**src/rtl/mem_1r1w_sched.sv**
```systemverilog
// Scheduler and initializer in front of one 1R1W memory atom: round-robin sharing of the
// read and write ports between two requesters each, an optional init sweep, and read routing.
module mem_1r1w_sched #(
    parameter int NUMADDR    = 8,
    parameter int BITADDR    = 3,
    parameter int BITDATA    = 1,
    parameter int SRAM_DELAY = 0,
    parameter int RSTINIT    = 0,
    parameter int RSTSTRT    = 0,
    parameter int RSTINCR    = 0
) (
    input  logic               clk,
    input  logic               rst,
    output logic               ready,
    input  logic               rd_req_0,
    input  logic               rd_req_1,
    input  logic [BITADDR-1:0] rd_adr_0,
    input  logic [BITADDR-1:0] rd_adr_1,
    output logic               rd_gnt_0,
    output logic               rd_gnt_1,
    output logic               rd_vld_0,
    output logic               rd_vld_1,
    output logic [BITDATA-1:0] rd_dout_0,
    output logic [BITDATA-1:0] rd_dout_1,
    input  logic               wr_req_0,
    input  logic               wr_req_1,
    input  logic [BITADDR-1:0] wr_adr_0,
    input  logic [BITADDR-1:0] wr_adr_1,
    input  logic [BITDATA-1:0] wr_din_0,
    input  logic [BITDATA-1:0] wr_din_1,
    output logic               wr_gnt_0,
    output logic               wr_gnt_1,
    output logic               mem_read,
    output logic [BITADDR-1:0] mem_rd_adr,
    input  logic [BITDATA-1:0] mem_rd_dout,
    output logic               mem_write,
    output logic [BITADDR-1:0] mem_wr_adr,
    output logic [BITDATA-1:0] mem_wr_din
);

    typedef enum logic [1:0] {ST_RST, ST_INIT, ST_RUN} state_t;

    // Counter is one bit wider than the address so a full power-of-two sweep terminates.
    localparam logic [BITADDR:0] LAST_ADR = (BITADDR+1)'(NUMADDR - 1);

    state_t             r_state;
    logic [BITADDR:0]   r_icnt;
    logic               r_ready;
    logic               r_wp;
    logic               r_rp;

    logic               w_run;
    logic               w_init;
    logic [BITDATA-1:0] w_init_din;
    logic               w_wr_win;
    logic               w_wr_any;
    logic [BITADDR-1:0] w_wr_adr;
    logic [BITDATA-1:0] w_wr_din;
    logic               w_rd_win;
    logic               w_rd_any;
    logic [BITADDR-1:0] w_rd_adr;
    logic               w_hazard;
    logic               w_rd_go;
    logic               w_rsp_vld;
    logic               w_rsp_id;

    always_ff @(posedge clk or posedge rst) begin
        if (rst) begin
            r_state <= ST_RST;
            r_icnt  <= '0;
            r_ready <= 1'b0;
        end else begin
            case (r_state)
                ST_RST: begin
                    r_icnt <= '0;
                    if (RSTINIT != 0) begin
                        r_state <= ST_INIT;
                    end else begin
                        r_state <= ST_RUN;
                        r_ready <= 1'b1;
                    end
                end
                ST_INIT: begin
                    if (r_icnt == LAST_ADR) begin
                        r_state <= ST_RUN;
                        r_ready <= 1'b1;
                        r_icnt  <= '0;
                    end else begin
                        r_icnt <= r_icnt + 1'b1;
                    end
                end
                default: begin
                    r_state <= ST_RUN;
                    r_ready <= 1'b1;
                end
            endcase
        end
    end

    assign ready      = r_ready;
    assign w_run      = (r_state == ST_RUN);
    assign w_init     = (r_state == ST_INIT);
    assign w_init_din = BITDATA'(RSTSTRT + int'(r_icnt) * RSTINCR);

    // With both sides requesting the pointer picks the winner; otherwise the lone requester wins.
    assign w_wr_win = (wr_req_0 & wr_req_1) ? r_wp : wr_req_1;
    assign w_wr_any = w_run & (wr_req_0 | wr_req_1);
    assign w_wr_adr = w_wr_win ? wr_adr_1 : wr_adr_0;
    assign w_wr_din = w_wr_win ? wr_din_1 : wr_din_0;
    assign wr_gnt_0 = w_wr_any & ~w_wr_win;
    assign wr_gnt_1 = w_wr_any & w_wr_win;

    assign mem_write  = w_init | w_wr_any;
    assign mem_wr_adr = w_init ? r_icnt[BITADDR-1:0] : w_wr_adr;
    assign mem_wr_din = w_init ? w_init_din : w_wr_din;

    // A read to the address being written this cycle waits one cycle and sees the new data.
    assign w_rd_win = (rd_req_0 & rd_req_1) ? r_rp : rd_req_1;
    assign w_rd_any = w_run & (rd_req_0 | rd_req_1);
    assign w_rd_adr = w_rd_win ? rd_adr_1 : rd_adr_0;
    assign w_hazard = w_wr_any & (w_rd_adr == w_wr_adr);
    assign w_rd_go  = w_rd_any & ~w_hazard;
    assign rd_gnt_0 = w_rd_go & ~w_rd_win;
    assign rd_gnt_1 = w_rd_go & w_rd_win;

    assign mem_read   = w_rd_go;
    assign mem_rd_adr = w_rd_adr;

    always_ff @(posedge clk or posedge rst) begin
        if (rst) begin
            r_wp <= 1'b0;
            r_rp <= 1'b0;
        end else begin
            if (w_wr_any) r_wp <= ~w_wr_win;
            if (w_rd_go)  r_rp <= ~w_rd_win;
        end
    end

    generate
        if (SRAM_DELAY == 0) begin : g_rsp_comb
            assign w_rsp_vld = w_rd_go;
            assign w_rsp_id  = w_rd_win;
        end else begin : g_rsp_pipe
            logic [SRAM_DELAY-1:0] r_rsp_vld;
            logic [SRAM_DELAY-1:0] r_rsp_id;
            always_ff @(posedge clk or posedge rst) begin
                if (rst) begin
                    r_rsp_vld <= '0;
                    r_rsp_id  <= '0;
                end else begin
                    for (int k = SRAM_DELAY - 1; k > 0; k--) begin
                        r_rsp_vld[k] <= r_rsp_vld[k-1];
                        r_rsp_id[k]  <= r_rsp_id[k-1];
                    end
                    r_rsp_vld[0] <= w_rd_go;
                    r_rsp_id[0]  <= w_rd_win;
                end
            end
            assign w_rsp_vld = r_rsp_vld[SRAM_DELAY-1];
            assign w_rsp_id  = r_rsp_id[SRAM_DELAY-1];
        end
    endgenerate

    assign rd_vld_0  = w_rsp_vld & ~w_rsp_id;
    assign rd_vld_1  = w_rsp_vld & w_rsp_id;
    assign rd_dout_0 = mem_rd_dout;
    assign rd_dout_1 = mem_rd_dout;

endmodule

```
**config.mk**
```make
export PLATFORM = sky130hd
export DESIGN_NAME = mem_1r1w_sched
export DESIGN_NICKNAME = d
export VERILOG_FILES = /design/src/rtl/mem_1r1w_sched.sv
export SDC_FILE = /design/constraint.sdc
export NUM_CORES = 1
export LEC_CHECK = 0
export CORE_MARGIN = 3
export CORE_UTILIZATION = 27
export DETAILED_ROUTE_END_ITERATION = 6
export PLACE_DENSITY = 0.78
export SLEW_MARGIN = 20
export SYNTH_ARGS = -nofsm -noshare
export SYNTH_HDL_FRONTEND = slang
export SYNTH_SLANG_ARGS = --single-unit
```
**constraint.sdc**
```tcl
create_clock -name clk -period 2.8 [get_ports clk]
set_clock_uncertainty 0.15 [all_clocks]
set_input_delay 0.42 -clock clk [delete_from_list [all_inputs] [get_ports clk]]
set_output_delay 0.42 -clock clk [all_outputs]
set_load 0.005 [all_outputs]
```
# Yosys cells after proc, flatten, opt, wreduce, memory -nomap -nowiden
# Index checks and enable logic that the tools add are counted.
[classes]
shifts = 0
n_mul = 0
div = 0
magnitude_cmp = 0
n_reduce_logical = 2
addsub = 1
eq_ne = 5
muxes = 13
n_bitwise = 16
[ops]
columns = ["op", "count"]
rows = [
  ["$and 1x1->1", 10],
  ["$mux 3", 3],
  ["$pmux 4 s2", 1],
  ["$mux 1", 6],
  ["$add 4x1->4 const B", 1],
  ["$eq 4x3->1 const B", 1],
  ["$mux 2", 2],
  ["$mux 4", 1],
  ["$eq 3x3->1", 1],
  ["$not 1->1", 3],
  ["$or 1x1->1", 3],
  ["$eq 2x1->1 const B", 1],
  ["$eq 2x2->1 const B", 1],
  ["$logic_not 2->1", 1],
  ["$ne 2x1->1 const B", 1],
  ["$reduce_bool 2->1", 1],
]
[totals]
out_inout_bits = 18
mem_bits_ro = 0
mem_count = 0
regBits = 9
latchBits = 0
wordCells = 42
inputBits = 21
mem_bits_rw = 0

# Longest topological paths before layout
# Gate-level depths: netlist (run 1).
[logic_depth]
ltp_word = 8
ltp_mapped = 7
ltp_nobuf = 6

# Worst setup path before layout (run 1)
# No wires, ideal clock.
[synth_timing]
path_kind = "register to output"
from = "reg r_wp"
to = "out rd_vld_0"
required_ns = 2.230
n_path_buf = 1
path_slack_ns = 0.403
arrival_ns = 1.827
path_stages_with_launch = 8
path_cell_list = "dfrtp_1 > nand2b_4 > nand2_4 > mux2_1 > xnor2_1 > o41a_1 > and2_1 > buf_4"
[synth_via]
elab_chain_cells = 7
[synth_rtl]
columns = ["item", "line", "source"]
rows = [
  ["start, declared", "49", "logic r_wp;"],
  ["start signal, assigned", "134", "if (w_wr_any) r_wp <= ~w_wr_win;"],
  ["$mux 1", "106", "assign w_wr_win = (wr_req_0 & wr_req_1) ? r_wp : wr_req_1;"],
  ["$mux 3", "108", "assign w_wr_adr = w_wr_win ? wr_adr_1 : wr_adr_0;"],
  ["$eq 3x3->1", "121", "assign w_hazard = w_wr_any & (w_rd_adr == w_wr_adr);"],
  ["$and 1x1->1", "121", ""],
  ["$not 1->1", "122", "assign w_rd_go = w_rd_any & ~w_hazard;"],
  ["$and 1x1->1", "122", ""],
  ["$and 1x1->1", "-", ""],
  ["end, declared", "21", "output logic rd_vld_0,"],
]
# No other way between the ends.

# Final worst setup path (run 1)
[layout_timing]
from = "in wr_req_0"
to = "out rd_gnt_0"
[layout_via]
elab_chain_cells = 8
word_cells_on_any_way = 10
cone_classes = "eq/ne (1); mux (2); bitwise (7)"
[layout_rtl]
columns = ["item", "line", "source"]
rows = [
  ["start, declared", "25", "input logic wr_req_0,"],
  ["$and 1x1->1", "106", ""],
  ["$mux 1", "106", ""],
  ["$mux 3", "108", ""],
  ["$eq 3x3->1", "121", ""],
  ["$and 1x1->1 *", "121", ""],
  ["$not 1->1 *", "122", ""],
  ["$and 1x1->1 *", "122", ""],
  ["$and 1x1->1 *", "123", "assign rd_gnt_0 = w_rd_go & ~w_rd_win;"],
  ["end, declared", "19", "output logic rd_gnt_0,"],
]
# Mark *: on every way between the ends. The rest lies on a longest branch, timed or not.

==> flow_summary.yaml, run 1 <==
detailed_routing:
  drt_iter0_markers: 0
  drtAntennaViolNets: 0
  via_per_inst: 4.43
  remaining_drc_errors: 0
  num_vias: 487
  wl_per_cell_um: 12.0
  wl_um: 1320
  first_pass_iters: 1
floorplan:
  die_w_um: 42.4
  io-pin-count: 39
  die_h_um: 42.4
  coreArea_um2: 1170
  dieArea_um2: 1800
  placementRows: 12
  start_util_pct: 30.6
hold_path:
  hold_class: "in2async"
clock_tree:
  cts_root_buffer: "clkbuf_4"
  clk_path_buf_depth: 2
  clock_latency_ps: 240
  clk_pin_slew_ps: 40
  cts_hold_buf: 0
  cts_tree: "done"
  cts.sinks: 3
  cts_buffers: 3
  htree_levels: 1
layout:
  layout.nets: 118
  area_growth_pct: 167
  drive_gt1_share_pct: 40.6
  diodes: 0
  final_common_cell: "clkdlybuf4s50_1"
  final_cell_mix: "clkdlybuf4s50_1, buf_4, dlygate4sd2_1"
  post-route-util_pct: 81.5
setup_path:
  end_kind: "primary output"
  r2r-start: "r_wp"
  path_max_fanout: 4
  crit_required_ps: 2230
  cp-start-kind: "input pin"
  reg2reg_setup_slack_ps: 710
  slowest_stage: "o41a_1"
  rr_endpoint: "r_rp"
  arrival_ps: 2210
  crit_top_cell: "dlygate4sd2_1"
  critPathMaxStageDelay_ps: 330
  rr_worst_depth: 8
  worstPathCellList: "dlygate4sd2_1, nand2b_4, nand2_4, buf_4, mux2_4, xnor2_2, o41a_1, and2_1, dlygate4sd2_1"
  critical_path_class: "in2out"
sta:
  rsz0062_at_grt: "yes"
  relSlewSlack_pct: 65.8
  max_freq_mhz: 359
  worst_slew_pin_slew_ps: 507
  hold_viol: 0
  fin_crit_sh_pct: 99.4
  fin_crit_ps: 2780
  slew_viol_final: 0
  final-setup-viol-count: 0
  setup_ws_ps: 16.1
  tns_ps: 0
placed_design:
  hpwl_um: 865
  place_ws_ps: -444
  numPortBuffers: 35
  gp_congestion: 0.741
grt:
  grt_max_degree: 6
  grt_overflow: 0
  grt_util_all_layers_pct: 15.4
  grt_pass1_vias: 499
  grt_first_pass_wirelength_um: 2110
  antenna_found_initial: 0
yosys:
  ys.warnings.count: 0
  syn_nets: 62
  netlist_area_um2: 358
  syn_area_per_cell_um2: 8.73
  synth-seq-cells: 3
  synth_cell_type_count: 21
  ys_seq_area_share_pct: 21.0
  synth_cells: 41
power_and_ir_drop:
  ir_drop_mv: 0.278
  powerDensity_nw_per_um2: 350
  p_leak_nw: 0.464
status:
  status: "finished, final reports clean"
flow_run:
  drv_cap: 0
[worst max-delay path by stage]
stage              from        to  slack, ps  depth (start not counted)
2_1_floorplan      r_wp  rd_vld_0        400                          7
3_3_place_gp   wr_req_0  rd_vld_0       -410                          8
4_1_cts        rd_req_0  rd_gnt_0         10                          9
5_1_grt            r_rp  rd_vld_0       -100                          8
6_report       wr_req_0  rd_gnt_0         20                          9
3_5_place_dp   wr_req_0  rd_gnt_0       -440                          8
[routing by layer]
layer  GRT usage [%]  vias up  wire [um]  part of all wire (%)
met4            11.2        0         28                   2.1
met2            25.2       25        664                    50
met5               0        -          0                     0
met1            16.3      217        512                    39
li1                -      242          -                     -
met3            4.72        3        113                   8.6
[cells in the mapped netlist (all sizes together)]
cell type / instances / share of area (%)
mux2i: 3 / 8.4
nand2b: 1 / 3.8
and3: 1 / 1.7
mux2: 4 / 14
a21oi: 1 / 1.4
nor2: 5 / 5.2
o21ai: 2 / 3.8
buf: 4 / 8.4
conb: 1 / 1.0
xnor2: 3 / 7.3
o41ai: 1 / 4.5
and2: 2 / 3.5
o22a: 1 / 2.4
nand2: 2 / 4.2
inv: 6 / 6.3
dfrtp: 3 / 21
o41a: 1 / 3.1
[kinds of logic after synthesis]
logic type,share of synthesized area (%)
compound gates,15.4
xor+xnor,7.34
mux,22.0
buf+inv,14.7
simple gates,18.5
other cells,1.05
flops,21.0
[flip-flops by register name, indices dropped and copies added (netlist names)]
register  cells
r_rp          1
r_wp          1
ready         1
[critical path: cells and delay by family]
kind	cells	cell delay [ps]
AND/OR/NAND/NOR	3	320
AO/OA/AOI/OAI	1	330
buffers and inverters	3	660
XOR/XNOR	1	160
multiplexers	1	320
[final cells by class]
cell class | count | area (um2)
Sequential cell | 3 | 75.1
Clock buffer | 4 | 26.3
Multi-Input combinational cell | 28 | 317
Inverter | 6 | 22.5
Fill cell | 77 | 216
Tap cell | 14 | 17.5
Timing Repair Buffer | 55 | 497
[where the power goes]
group / switching, mW / internal, mW / leakage (nW)
Clock: 0.0245 / 0.0535 / 0.0150
Combinational: 0.0689 / 0.131 / 0.415
Sequential: 0.00638 / 0.0500 / 0.0339
[per-stage QoR]
step	instances	hold slack (ps)	instance area (um2)	power, mW
after global placement	93	346	748	0.193
after global routing	110	191	955	0.360
after CTS	103	189	902	0.314
final	110	191	955	0.334
after detailed placement	93	358	748	0.193
after floorplan	41	23.6	358	0.115
[repair_timing]
action	CTS	global route
gates cloned	0	0
endpoints found under the setup margin	5	3
gates resized for setup	26	3
pin swaps	6	6
buffers inserted	6	7
Power figures use the tool's default switching activity.
==> run 2, diff against run 1 <==
--- a/config.mk
+++ b/config.mk
@@ -5,6 +5,7 @@
 export SDC_FILE = /design/constraint.sdc
 export NUM_CORES = 1
 export LEC_CHECK = 0
+export CAP_MARGIN = 20
 export CORE_MARGIN = 3
 export CORE_UTILIZATION = 27
 export DETAILED_ROUTE_END_ITERATION = 6
==> results of run 2 <==
Final layout, timing and power as in run 1 (identical DEF).
==> run 3, diff against run 2 <==
--- a/config.mk
+++ b/config.mk
@@ -9,8 +9,9 @@
 export CORE_MARGIN = 3
 export CORE_UTILIZATION = 27
 export DETAILED_ROUTE_END_ITERATION = 6
-export PLACE_DENSITY = 0.78
+export PLACE_DENSITY = 0.76
 export SLEW_MARGIN = 20
 export SYNTH_ARGS = -nofsm -noshare
 export SYNTH_HDL_FRONTEND = slang
 export SYNTH_SLANG_ARGS = --single-unit
+export TNS_END_PERCENT = 100
==> run 3 against run 2 <==
  * Sequential power barely moved
  * Via count decreased by 5.1%
  * Maximum frequency rose by 0.12%
  * Combinational power is 13% lower
  * Die area unchanged
  * Utilization down 5.6 points
  * Critical path depth is 3 lower
==> flow_summary.yaml, run 3 (same netlist as run 1, synthesis figures left out) <==
detailed_routing:
  remaining_drc_errors: 0
  first_pass_iters: 2
  via_per_inst: 4.40
  drtAntennaViolNets: 0
  num_vias: 462
  wl_um: 1350
  drt_iter0_markers: 1
  wl_per_cell_um: 12.9
grt:
  grt_pass1_vias: 484
  antenna_found_initial: 0
  grt_first_pass_wirelength_um: 2080
  grt_max_degree: 6
  grt_util_all_layers_pct: 14.8
  grt_overflow: 0
floorplan:
  coreArea_um2: 1170
  io-pin-count: 39
  start_util_pct: 30.6
  placementRows: 12
  die_h_um: 42.4
  dieArea_um2: 1800
  die_w_um: 42.4
clock_tree:
  cts_root_buffer: "clkbuf_4"
  clock_latency_ps: 230
  cts.sinks: 3
  clk_path_buf_depth: 2
  htree_levels: 1
  clk_pin_slew_ps: 40
  cts_tree: "done"
  cts_buffers: 3
layout:
  diodes: 0
  layout.nets: 113
  post-route-util_pct: 76.0
  area_growth_pct: 149
  drive_gt1_share_pct: 36.3
  final_cell_mix: "clkdlybuf4s50_1, buf_4, dlygate4sd2_1"
  final_common_cell: "clkdlybuf4s50_1"
sta:
  fin_crit_sh_pct: 99.3
  max_freq_mhz: 360
  rsz0062_at_grt: "yes"
  hold_viol: 0
  holdWs_ps: 229
  fin_crit_ps: 2780
  final-setup-viol-count: 0
  slew_viol_final: 0
hold_path:
  hold_class: "in2async"
power_and_ir_drop:
  ir_drop_mv: 0.349
  total_power_mw: 0.305
  powerDensity_nw_per_um2: 343
  p_leak_nw: 0.426
setup_path:
  crit_required_ps: 2230
  worstPathCellList: "o21ai_4, mux2i_2, xnor2_1, o41a_1, and2_1, dlygate4sd2_1"
  arrival_ps: 2210
  critPathMaxStageDelay_ps: 430
  slowest_stage: "o41a_1"
  cp-start-kind: "flop"
  end_kind: "primary output"
  critical_path_class: "reg2out"
  path_max_fanout: 3
placed_design:
  numPortBuffers: 35
  hpwl_um: 904
  gp_congestion: 0.720
flow_run:
  drv_cap: 0
status:
  status: "finished, final reports clean"
## run 3: final timing paths
kind | from | end | slack (ps) | depth (start not counted)
max | r_rp | rd_gnt_0 | 20 | 6
min | rst | r_rp | 230 | 2
max reg2reg | r_rp | r_rp | 710 | 7
min reg2reg | r_wp | r_wp | 340 | 2
max in group asynchronous | rst | ready | 2140 | 2
min in group clk | r_wp | r_wp | 340 | 2
## run 3: worst max-delay path, delay by kind of cell (launching register included)
family	cells	cell delay (ps)
mux	1	310
xor+xnor	1	130
simple gates	1	180
compound gates	2	690
buf+inv	1	260
flops	1	410
## run 3: per-stage QoR
stage,area [um2],TNS [ps],cells,setup slack (ps)
2_1_floorplan,358,0,41,403
3_3_place_gp,756,-2070,94,-451
3_5_place_dp,756,-2190,94,-465
4_1_cts,843,0,101,9.64
5_1_grt,890,-335,105,-70.4
6_report,890,0,105,19.6
## run 3: per-layer routing
metal,vias to the layer above,global-route usage [%],routed length [um]
met4,0,5.59,0
li1,230,-,-
met1,211,15.0,506
met3,0,3.86,102
met2,21,28.3,742
met5,-,0,0
## run 3: power by group
part / internal [mW] / switching [mW] / leakage, nW
combinational: 0.115 / 0.0603 / 0.377
clock: 0.0533 / 0.0204 / 0.0150
sequential: 0.0500 / 0.00665 / 0.0339
total: 0.218 / 0.0874 / 0.426
## run 3: timing repair
action	in CTS	in global routing
hold buffers	0	0
endpoints found under the setup margin	5	5
setup buffers	3	4
resized for setup	23	2
hold endpoints to repair	0	0
pin swaps	4	5
## run 3: area by class of cell
class,count,area [um2]
sequential,3,75.1
tap,14,17.5
inverter,6,22.5
fill,103,282
clock buffer,4,26.3
timing repair buffer,50,459
multi-input combinational,28,289
